`src/rtl/wb_master_pkg.sv`:
```
// Shared types for the Wishbone command master: FSM states, response status
// codes and a counter-width helper.
package wb_master_pkg;

    typedef enum logic [1:0] {
        ST_IDLE    = 2'd0,
        ST_CYCLE   = 2'd1,
        ST_BACKOFF = 2'd2,
        ST_RESP    = 2'd3
    } state_e;

    typedef enum logic [1:0] {
        STATUS_OK        = 2'd0,
        STATUS_ERR       = 2'd1,
        STATUS_TIMEOUT   = 2'd2,
        STATUS_RETRY_EXH = 2'd3
    } status_e;

    localparam logic [1:0] RSP_OK        = 2'd0;
    localparam logic [1:0] RSP_ERR       = 2'd1;
    localparam logic [1:0] RSP_TIMEOUT   = 2'd2;
    localparam logic [1:0] RSP_RETRY_EXH = 2'd3;

    // Bits needed to hold values 0..max_val (never less than one bit).
    function automatic int cnt_width(input int max_val);
        return (max_val < 2) ? 1 : $clog2(max_val + 1);
    endfunction

endpackage

```
`src/rtl/wb_coeff_master.sv`:
```
// Single-outstanding Wishbone classic initiator: takes one command, runs the
// bus cycle with retry/backoff and a termination timeout, returns a status.
module wb_coeff_master
    import wb_master_pkg::*;
#(
    parameter int ADR_W     = 22,
    parameter int DAT_W     = 32,
    parameter int TIMEOUT   = 255,
    parameter int MAX_RETRY = 3
) (
    input  logic               wb_clk_i,
    input  logic               wb_rst_n_i,

    input  logic               cmd_valid_i,
    output logic               cmd_ready_o,
    input  logic [ADR_W-1:0]   cmd_adr_i,
    input  logic [DAT_W-1:0]   cmd_dat_i,
    input  logic               cmd_we_i,

    output logic               rsp_valid_o,
    input  logic               rsp_ready_i,
    output logic [DAT_W-1:0]   rsp_dat_o,
    output logic [1:0]         rsp_status_o,

    output logic               wb_cyc_o,
    output logic               wb_stb_o,
    output logic               wb_we_o,
    output logic [ADR_W-1:0]   wb_adr_o,
    output logic [DAT_W-1:0]   wb_dat_o,
    output logic [DAT_W/8-1:0] wb_sel_o,
    input  logic               wb_ack_i,
    input  logic               wb_err_i,
    input  logic               wb_rty_i,
    input  logic [DAT_W-1:0]   wb_dat_i,

    output logic               busy_o
);

    localparam int SEL_W = DAT_W / 8;
    localparam int TMO_W = cnt_width(TIMEOUT);
    localparam int RTY_W = cnt_width(MAX_RETRY);

    state_e             state_reg;
    state_e             state_next;

    logic [ADR_W-1:0]   adr_reg;
    logic [DAT_W-1:0]   dat_reg;
    logic               we_reg;
    logic [RTY_W-1:0]   retry_cnt_reg;
    logic [TMO_W-1:0]   tmo_cnt_reg;
    logic [DAT_W-1:0]   rsp_dat_reg;
    status_e            status_reg;
    logic               rst_done_reg;

    logic               cmd_accept;
    logic               tmo_hit;
    logic               retry_left;

    assign cmd_accept = cmd_valid_i && cmd_ready_o;
    // Timeout fires on the cycle the counter would reach TIMEOUT, so the bus
    // stays up for exactly TIMEOUT cycles per attempt.
    assign tmo_hit    = (tmo_cnt_reg == TMO_W'(TIMEOUT - 1));
    assign retry_left = (retry_cnt_reg != RTY_W'(MAX_RETRY));

    // State register; async reset drops cyc/stb immediately.
    always_ff @(posedge wb_clk_i or negedge wb_rst_n_i) begin
        if (!wb_rst_n_i) begin
            state_reg <= ST_IDLE;
        end else begin
            state_reg <= state_next;
        end
    end

    // Next-state logic; termination priority is err > rty > ack > timeout.
    always_comb begin
        state_next = state_reg;
        case (state_reg)
            ST_IDLE: begin
                if (cmd_accept) begin
                    state_next = ST_CYCLE;
                end
            end
            ST_CYCLE: begin
                if (wb_err_i) begin
                    state_next = ST_RESP;
                end else if (wb_rty_i) begin
                    state_next = retry_left ? ST_BACKOFF : ST_RESP;
                end else if (wb_ack_i || tmo_hit) begin
                    state_next = ST_RESP;
                end
            end
            ST_BACKOFF: begin
                state_next = ST_CYCLE;
            end
            ST_RESP: begin
                if (rsp_ready_i) begin
                    state_next = ST_IDLE;
                end
            end
            default: begin
                state_next = ST_IDLE;
            end
        endcase
    end

    // Outputs decoded from state; cmd_ready stays low until the first clock
    // after reset release.
    always_comb begin
        cmd_ready_o = 1'b0;
        busy_o      = 1'b0;
        wb_cyc_o    = 1'b0;
        wb_stb_o    = 1'b0;
        wb_sel_o    = {SEL_W{1'b0}};
        rsp_valid_o = 1'b0;
        case (state_reg)
            ST_IDLE: begin
                cmd_ready_o = rst_done_reg;
            end
            ST_CYCLE: begin
                busy_o   = 1'b1;
                wb_cyc_o = 1'b1;
                wb_stb_o = 1'b1;
                wb_sel_o = {SEL_W{1'b1}};
            end
            ST_BACKOFF: begin
                busy_o = 1'b1;
            end
            ST_RESP: begin
                busy_o      = 1'b1;
                rsp_valid_o = 1'b1;
            end
            default: begin
                busy_o = 1'b1;
            end
        endcase
    end

    assign wb_adr_o     = adr_reg;
    assign wb_dat_o     = dat_reg;
    assign wb_we_o      = we_reg;
    assign rsp_dat_o    = rsp_dat_reg;
    assign rsp_status_o = status_reg;

    // Command capture, retry/timeout counters and response capture.
    always_ff @(posedge wb_clk_i or negedge wb_rst_n_i) begin
        if (!wb_rst_n_i) begin
            adr_reg       <= '0;
            dat_reg       <= '0;
            we_reg        <= 1'b0;
            retry_cnt_reg <= '0;
            tmo_cnt_reg   <= '0;
            rsp_dat_reg   <= '0;
            status_reg    <= STATUS_OK;
            rst_done_reg  <= 1'b0;
        end else begin
            rst_done_reg <= 1'b1;
            case (state_reg)
                ST_IDLE: begin
                    if (cmd_accept) begin
                        adr_reg       <= cmd_adr_i;
                        dat_reg       <= cmd_dat_i;
                        we_reg        <= cmd_we_i;
                        retry_cnt_reg <= '0;
                        tmo_cnt_reg   <= '0;
                    end
                end
                ST_CYCLE: begin
                    if (wb_err_i) begin
                        status_reg <= STATUS_ERR;
                    end else if (wb_rty_i) begin
                        if (retry_left) begin
                            retry_cnt_reg <= retry_cnt_reg + 1'b1;
                            tmo_cnt_reg   <= '0;
                        end else begin
                            status_reg <= STATUS_RETRY_EXH;
                        end
                    end else if (wb_ack_i) begin
                        rsp_dat_reg <= wb_dat_i;
                        status_reg  <= STATUS_OK;
                    end else if (tmo_hit) begin
                        status_reg <= STATUS_TIMEOUT;
                    end else begin
                        tmo_cnt_reg <= tmo_cnt_reg + 1'b1;
                    end
                end
                default: begin
                end
            endcase
        end
    end

endmodule

```
`config.mk`:
```
export PLATFORM = sky130hd
export DESIGN_NAME = wb_coeff_master
export DESIGN_NICKNAME = d
export VERILOG_FILES = /design/src/rtl/wb_master_pkg.sv /design/src/rtl/wb_coeff_master.sv
export SDC_FILE = /design/constraint.sdc
export NUM_CORES = 1
export LEC_CHECK = 0
export BUFFER_PORTS_ARGS = -buffer_cell sky130_fd_sc_hd__buf_2
export CORE_MARGIN = 8
export CORE_UTILIZATION = 30
export CTS_CLUSTER_DIAMETER = 100
export CTS_CLUSTER_SIZE = 12
export DETAILED_ROUTE_END_ITERATION = 10
export PLACE_DENSITY = 0.53
export SYNTH_ARGS = -nofsm -noshare
export SYNTH_HDL_FRONTEND = slang
export SYNTH_SLANG_ARGS = --single-unit
```
`constraint.sdc`:
```
create_clock -name wb_clk_i -period 2.8 [get_ports wb_clk_i]
set_clock_uncertainty 0.05 [all_clocks]
set_input_delay 0.28 -clock wb_clk_i [delete_from_list [all_inputs] [get_ports wb_clk_i]]
set_output_delay 0.28 -clock wb_clk_i [all_outputs]
set_load 0.01 [all_outputs]
```
# --- Word-level counts from Yosys, hierarchy flattened ---
# Cells that the tools add are included.
totals:
  register_bits: 102
  output_inout_bits: 98
  word_cells: 69
classes:
  add_sub_neg: 2
  eq_ne: 15
  n_mux: 29
  bitwise: 2
  n_reduce_logical: 12
op_table:
  columns: ["op", "n"]
  rows:
  - ["$mux 8", 6]
  - ["$mux 2", 14]
  - ["$pmux 8 s2", 1]
  - ["$ne 2x2->1 const B", 6]
  - ["$ne 3x3->1 const B", 4]
  - ["$add 8x1->8 const B", 1]
  - ["$eq 8x8->1 const B", 1]
  - ["$pmux 2 s4", 1]
  - ["$reduce_and 3->1", 2]
  - ["$reduce_and 6->1", 1]
  - ["$mux 1", 5]
  - ["$reduce_and 5->1", 1]
  - ["$eq 2x2->1 const B", 2]
  - ["$mux 4", 1]
  - ["$ne 4x4->1 const B", 1]
  - ["$pmux 2 s2", 1]
  - ["$reduce_and 4->1", 1]
  - ["$reduce_bool 4->1", 1]
  - ["$reduce_or 3->1", 1]
  - ["$add 2x1->2 const B", 1]
  - ["$eq 2x1->1 const B", 1]
  - ["$logic_not 2->1", 1]
  - ["$not 1->1", 2]
  - ["$reduce_and 2->1", 1]
  - ["3 further kinds", 3]

# --- Longest topological paths before layout ---
# Gate-level depths: netlist (run 1).
logic_depth:
  depth_word: 6
  depth_mapped: 6
  ltp_nobuf: 6

# --- Worst setup path before layout (run 1) ---
# OpenSTA, ideal clock, no wires.
synth_timing:
  path_type: "reg-to-reg"
  startpoint: "register state_reg[1]"
  endpoint: "register rsp_dat_reg[0] (netlist: rsp_dat_o[0])"
  arrival_time_ps: 1748
  slack_ps: 877
  path_stages_with_launch: 7
  n_path_buf: 2
  synth_period_minus_slack_ps: 1923
  cell_sequence: "dfrtp_1 > nand2b_1 > inv_1 > and3_1 > clkbuf_1 > buf_2 > mux2_2"
synth_between:
  elab_chain_len: 2
synth_lines:
  columns: ["element", "line", "rtl"]
  rows:
  - ["start, declared", "wb_coeff_master.sv:43", "state_e state_reg;"]
  - ["start signal, assigned", "wb_coeff_master.sv:70", "state_reg <= state_next;"]
  - ["$eq 2x1->1", "wb_coeff_master.sv:157", "case (state_reg)"]
  - ["$reduce_and 4->1 (no source line)", null, null]
  - ["end signal, assigned", "wb_coeff_master.sv:178", "rsp_dat_reg <= wb_dat_i;"]
  - ["end, declared", "wb_coeff_master.sv:51", "logic [DAT_W-1:0] rsp_dat_reg;"]
# Every way passes these cells.
# A chain may end at the register's enable or synchronous reset.

# --- Worst setup path in the final report (run 1) ---
layout_timing:
  startpoint: "register state_reg[1]"
  endpoint: "register rsp_dat_reg[6] (netlist: rsp_dat_o[6])"
# Same word-level chain as after synthesis.

==> results by group, run 1 <==
Outcome
  – Outcome: finished clean

Route
  – Vias: ~2900
  – Initial DRT Pass Iterations: 4
  – Final Routed Wirelength: 10400 um
  – Number of remaining DRC errors: 0
  – Final antenna-violating net count: 0
  – Wire per inst: approximately 16 um
  – Starting DRT DRC Count: 85
  – Via/cell ratio: about 4.5

CTS
  – TritonCTS Buffers: 9
  – Post-CTS sizing: 0
  – Clk slew on worst S/H paths: around 0.070 ns
  – Root buf cell: clkbuf_16
  – H-tree Lvls: 3
  – Clock latency on the worst-skew pair: roughly 0.34 ns
  – CTS tree: built
  – TritonCTS Sinks: around 100
  – Post-CTS Setup Bufs: 0
  – Clk buf depth: 2

Placement
  – Placer congestion estimate: ~0.74
  – Port buffer count: approximately 190
  – Post-placement cell area: ~0.0053 mm^2
  – Hpwl dp: about 8000 um

STA
  – Crit share post-route: about 75%
  – Max Freq: about 480 MHz
  – # setup viols final: 0
  – Setup TNS: 0 ns
  – Max Slew Vio Count: 0
  – Slew at the pin closest to its max-slew limit: ~0.74 ns
  – Final hold violation count: 0
  – Tmin final: between 2 and 2.5 ns
  – Max-slew headroom: between 50% and 60%
  – Unrepaired setup endpoints after global routing: no

Pwr
  – Worst VDD drop: ~0.34 mV
  – Power Density: approximately 1100 mW/mm^2
  – Pleak: approximately 2.7 nW

Setup path
  – Kind of critical path: reg2reg
  – WP data required: about 3.0 ns
  – CP max FO: 32
  – Reg-to-reg setup timing slack: between 0.6 and 0.7 ns
  – WP data arrival: 2.28 ns
  – Startpoint types: register
  – Reg2Reg Depth: 5
  – Worst reg2reg startpoint: state_reg[1]
  – Worst R2R End: rsp_dat_o[6]
  – Worst Setup End Kind: register

Synthesis
  – Post-synthesis average cell area: approximately 15 um^2
  – Synth top area cells: dfrtp_1 (62%), mux2_2 (24%), buf_2 (0.97%)
  – Yosys warning count: 0
  – Distinct cells, synth: 38
  – Synthesized cell area: slightly above 0.004 mm^2
  – Cell taking the most area after synthesis: dfrtp_1
  – Seq/Total Area, Yosys: 62.1%
  – Seq cells post-synth: between 100 and 150
  – Top-area cell type share of the netlist area: a little over 60%
  – Syn_nets: 378
  – Syn Inst Count: around 280

Worst hold path
  – Hold Path Origin: wb_dat_i[5]
  – Worst Hold Class: in2reg
  – Hold endpoint: rsp_dat_o[5]
  – Hold Path Depth: 2

Layout
  – Final Instance Area: 0.00554 mm^2
  – Share of layout cells above drive strength 1: between 60 and 70%
  – Area Growth Syn to Fin: 34.8%
  – Commonest non-fill, non-tap cell in the layout: buf_2
  – Storage cell area: 0.00255 mm^2
  – Diodes inserted: 0
  – Highest-count cells in the layout ignoring fill and taps: buf_2 (190), dfrtp_1 (102), mux2_2 (87)
  – Filler cells: around 1300
  – Nets: 570
  – Area occupied by multi-input gates: roughly 0.0015 mm^2
  – Final Util: a little over two fifths

Floorplanning
  – Core area: 0.0133 mm^2
  – Starting Density: between 30% and 40%
  – IO Pins: approximately 190
  – Vert. Die Dim: 133 um
  – Core Rows: 42
  – Die width: roughly 130 um
  – Die area: 0.0177 mm^2

Global routing
  – Antenna violations before repair: 0
  – Gr ovfl total: 0
  – GRT Util Overall: 12.0%
  – Largest net degree at the start of global routing: 57
  – First-pass GRT wire length: around 17000 um
  – Vias in the first global route: approximately 3300

Flow run
  – Max-cap violations: 0
critical path: stages (launching register included):
cell,delay [ns]
dfrtp_1,0.44
nand2b_1,0.22
inv_1,0.26
and3_1,0.23
buf_4,0.37
mux2_2,0.39
final cells by class:
cell class                      instances  area share (%)
Timing Repair Buffer                  195            18.3
Inverter                                4           0.271
Multi-Input combinational cell        161            26.4
Clock buffer                           13            4.52
Sequential cell                       102            46.1
Tap cell                              176            3.98
Clock inverter                          3           0.362
repair_timing:
action / CTS / global route
endpoints found under the hold margin: 55 / 0
setup endpoints to repair: 0 / 0
hold buffers: 1 / 0
per-stage QoR:
step / power [mW] / hold WS [ns] / cells / setup WS (ns)
2_1_floorplan: 3.80 / -0.0656 / 281 / 0.877
3_3_place_gp: 4.78 / 0.341 / 637 / 0.744
3_5_place_dp: 4.84 / 0.352 / 637 / 0.694
4_1_cts: 6.03 / 0.0934 / 654 / 0.668
5_1_grt: 6.34 / 0.0953 / 654 / 0.561
6_report: 5.90 / 0.105 / 654 / 0.696
cell usage after synthesis, drive strengths merged:
cell,number
a211o,2
a21o,3
a21oi,7
a221o,1
a22o,1
and2,1
and3,3
and4,2
buf,13
clkbuf,1
conb,1
dfrtp,102
ha,3
inv,4
mux2,88
mux2i,1
nand2,9
nand2b,5
nand3,4
nor2,6
nor3,1
nor3b,1
nor4,1
o211ai,1
o21a,3
o21ai,6
o221a,1
o221ai,1
o2bb2ai,2
or2,2
or3,2
or4b,2
xnor2,1
worst max path at each step:
stage / start / to / depth (start not counted)
after floorplan: state_reg[1] / rsp_dat_o[0] / 6
after global placement: state_reg[1] / rsp_dat_o[1] / 5
after detailed placement: state_reg[1] / rsp_dat_o[6] / 5
after CTS: state_reg[1] / rsp_dat_o[6] / 5
after global routing: state_reg[1] / rsp_dat_o[15] / 5
final: state_reg[1] / rsp_dat_o[6] / 5
routing by layer:
| metal | up-vias | wire length (um) | global-route usage (%) |
|---|---|---|---|
| li1 | 1381 | - | - |
| met1 | 1415 | 4450 | 14.1 |
| met2 | 130 | 4630 | 18.0 |
| met3 | 12 | 1180 | 6.02 |
| met4 | 0 | 163 | 5.30 |
| met5 | - | 0 | 0 |
report_power, final:
part	switching (mW)	internal [mW]
Clock	0.519	0.627
Combinational	1.11	1.16
Sequential	0.336	2.15
cell families (layout without fill, tap and decap cells):
family,count (synthesis),after routing,synth area share (%)
xor+xnor,1,1,0.213
compound gates,28,28,4.66
mux,89,89,24.4
fa+ha+maj,3,3,0.914
flops,102,102,62.1
other cells,1,1,0.0913
simple gates,39,39,5.27
buf+inv,18,215,2.35
(Power assumes the default switching activity.)
==> inputs of run 2 (changes only) <==
- PLACE_DENSITY: 0.53 -> 0.55
- clock period: 2.8 -> 1.83 ns (I/O delays scaled with it)
==> results by group, run 2 (synthesized netlist as in run 1, its figures left out) <==
Outcome
  – Outcome: finished clean

Route
  – Via/cell ratio: 4.51 (+0.29%)
  – Final Routed Wirelength: 10900 um (+4.8%)
  – Starting DRT DRC Count: 76 (-11%)
  – Final antenna-violating net count: 0 (unchanged)
  – Wire per inst: 16.2 um (+1.8%)
  – Initial DRT Pass Iterations: 4 (unchanged)
  – Vias: 3032 (+3.2%)
  – Number of remaining DRC errors: 0 (unchanged)

Global routing
  – First-pass GRT wire length: 16700 um (-1.9%)
  – Gr ovfl total: 0 (unchanged)
  – Vias in the first global route: 3296 (+1.4%)
  – GRT Util Overall: 11.7% (-0.26 points)
  – Largest net degree at the start of global routing: 54 (-5.3%)
  – Antenna violations before repair: 0 (unchanged)

Pwr
  – Comb pwr share: 38.0% (-0.4 points)
  – Internal power: 6.57 mW (+67%)
  – Share of power burned in registers: 39.5% (-2.7 points)
  – Net Sw Frac: 31.9% (-1.4 points)
  – Worst VDD drop: 0.626 mV (+86%)
  – Total power: 9.64 mW (+63%)
  – Net Sw Power: 3.07 mW (+56%)
  – Pleak: 2.85 nW (+5.4%)
  – Clock power share: 22.5% (+3.1 points)
  – Power Density: 1650 mW/mm^2 (+55%)

Floorplanning
  – Die width: 133 um (unchanged)
  – Core area: 0.0133 mm^2 (unchanged)
  – IO Pins: 192 (unchanged)
  – Core Rows: 42 (unchanged)
  – Vert. Die Dim: 133 um (unchanged)
  – Starting Density: 30.9% (unchanged)
  – Die area: 0.0177 mm^2 (unchanged)

Setup path
  – Worst Setup End Kind: register
  – Startpoint types: register
  – Cell family with most CP delay: flip-flops
  – WP data arrival: 1.93 ns (-0.35 ns)
  – Buf/Inv on CP: 2 (unchanged)
  – Kind of critical path: reg2reg
  – WP data required: 2.01 ns (-0.97 ns)
  – CP Cell Sequence: or2_2 > nor2_4 > buf_4 > buf_6 > mux2_2
  – Slowest CP cell: dfrtp_2
  – CP max FO: 13 (-59%)
  – Worst path max stage delay: 0.46 ns (+0.02 ns)

CTS
  – Clk buf depth: 2 (unchanged)
  – TritonCTS Sinks: 102 (unchanged)
  – Clk slew on worst S/H paths: 0.07 ns (about the same)
  – Clock latency on the worst-skew pair: 0.34 ns (about the same)
  – Root buf cell: clkbuf_16
  – CTS tree: built
  – TritonCTS Buffers: 9 (unchanged)
  – H-tree Lvls: 3 (unchanged)

Layout
  – Area Growth Syn to Fin: 41.9%
  – Diodes inserted: 0 (unchanged)
  – Nets: 590 (+3.5%)
  – Share of layout cells above drive strength 1: 64.2% (+1.8 points)
  – Highest-count cells in the layout ignoring fill and taps: buf_2 (190), dfrtp_1 (100), mux2_2 (87)
  – Filler cells: 1245 (-3.6%)
  – Commonest non-fill, non-tap cell in the layout: buf_2

Placement
  – Placer congestion estimate: 0.748 (+1.3%)
  – Port buffer count: 191 (unchanged)
  – Hpwl dp: 7930 um (-0.49%)
  – Pre-CTS setup slack: 0.0151 ns (-0.679 ns)

STA
  – Max Freq: 571 MHz (+20%)
  – Final hold violation count: 0 (unchanged)
  – Final WS setup: 0.0786 ns (-0.618 ns)
  – # setup viols final: 0 (unchanged)
  – Setup TNS: 0 ns (unchanged)
  – Tmin final: 1.75 ns (-0.352 ns)
  – Max Slew Vio Count: 0 (unchanged)
  – Crit share post-route: 95.7% (+21 points)
  – Unrepaired setup endpoints after global routing: no

Worst hold path
  – Worst Hold Class: in2reg

Flow run
  – Max-cap violations: 0 (unchanged)
run 2: cell types whose count changed in the layout (fill, tap and decap cells not counted), moves of 2 or more:
| cell | previous run | this run |
|---|---|---|
| clkbuf_16 | 9 | 11 |
| dlygate4sd3_1 | 1 | 6 |
| clkbuf_1 | 3 | 1 |
| buf_4 | 2 | 13 |
| clkinvlp_4 | 2 | 0 |
| dfrtp_2 | 0 | 2 |
| dfrtp_1 | 102 | 100 |
| bufinv_16 | 0 | 3 |
run 2: timing repair:
item,CTS,global route
endpoints found under the hold margin,32,0
resized for setup,0,5
hold buffers,6,0
setup endpoints to repair,0,87
setup buffers,0,4
run 2: worst reg2reg max path, delay by kind of cell, from the launching register on:
family | cells | cell delay, ns
simple gates | 2 | 0.44
buf+inv | 2 | 0.34
flops | 1 | 0.46
mux | 1 | 0.36
run 2: layout make-up:
class                           instances  area (um^2)  share of cell area [%]
Sequential cell                       102         2550                    43.8
Clock inverter                          4         95.1                    1.63
Timing Repair Buffer                  215         1230                    21.1
Tap cell                              176          220                    3.78
Multi-Input combinational cell        161         1470                    25.2
Inverter                                4         15.0                   0.258
Clock buffer                           11          243                    4.16
run 2: routing by layer:
metal  part of all wire (%)  vias to the layer above  GRT usage [%]
li1                       -                     1423              -
met1                     42                     1462           13.7
met2                     45                      135           17.5
met3                     11                       12           6.09
met4                    1.7                        0           5.49
met5                      0                        -              0
run 2: path summary, 6_finish.rpt:
check / depth (start not counted) / startpoint / to / slack (ns)
hold reg to reg: 1 / rsp_dat_o[5] / rsp_dat_o[5] / 0.44
setup / recovery: 5 / state_reg[0] / wb_adr_o[9] / 0.08
hold / removal: 2 / cmd_dat_i[14] / wb_dat_o[14] / 0.02
setup reg to reg: 5 / state_reg[0] / wb_adr_o[9] / 0.08
min in group asynchronous: 2 / wb_rst_n_i / wb_adr_o[18] / 0.30
max in group asynchronous: 3 / wb_rst_n_i / wb_dat_o[24] / 0.83
run 2: per-stage QoR:
stage	area [um^2]	cells	hold WS (ns)	utilization (%)
finish	5830	673	0.0163	43.8
global route	5830	673	0.00179	43.8
CTS	5730	666	0.0000653	43.1
detailed placement	5330	645	0.0920	40.1
global placement	5330	645	0.0925	40.1
floorplan	4110	281	-0.163	-
run 2: power by group through the flow:
stage / Sequential (mW) / Clock (mW) / Combinational [mW]
5_1_grt: 3.96 / 2.33 / 3.99
3_5_place_dp: 3.84 / 0 / 3.64
3_3_place_gp: 3.79 / 0 / 3.58
6_report: 3.80 / 2.17 / 3.67
4_1_cts: 3.81 / 2.25 / 3.65
2_1_floorplan: 4.32 / 0 / 1.50
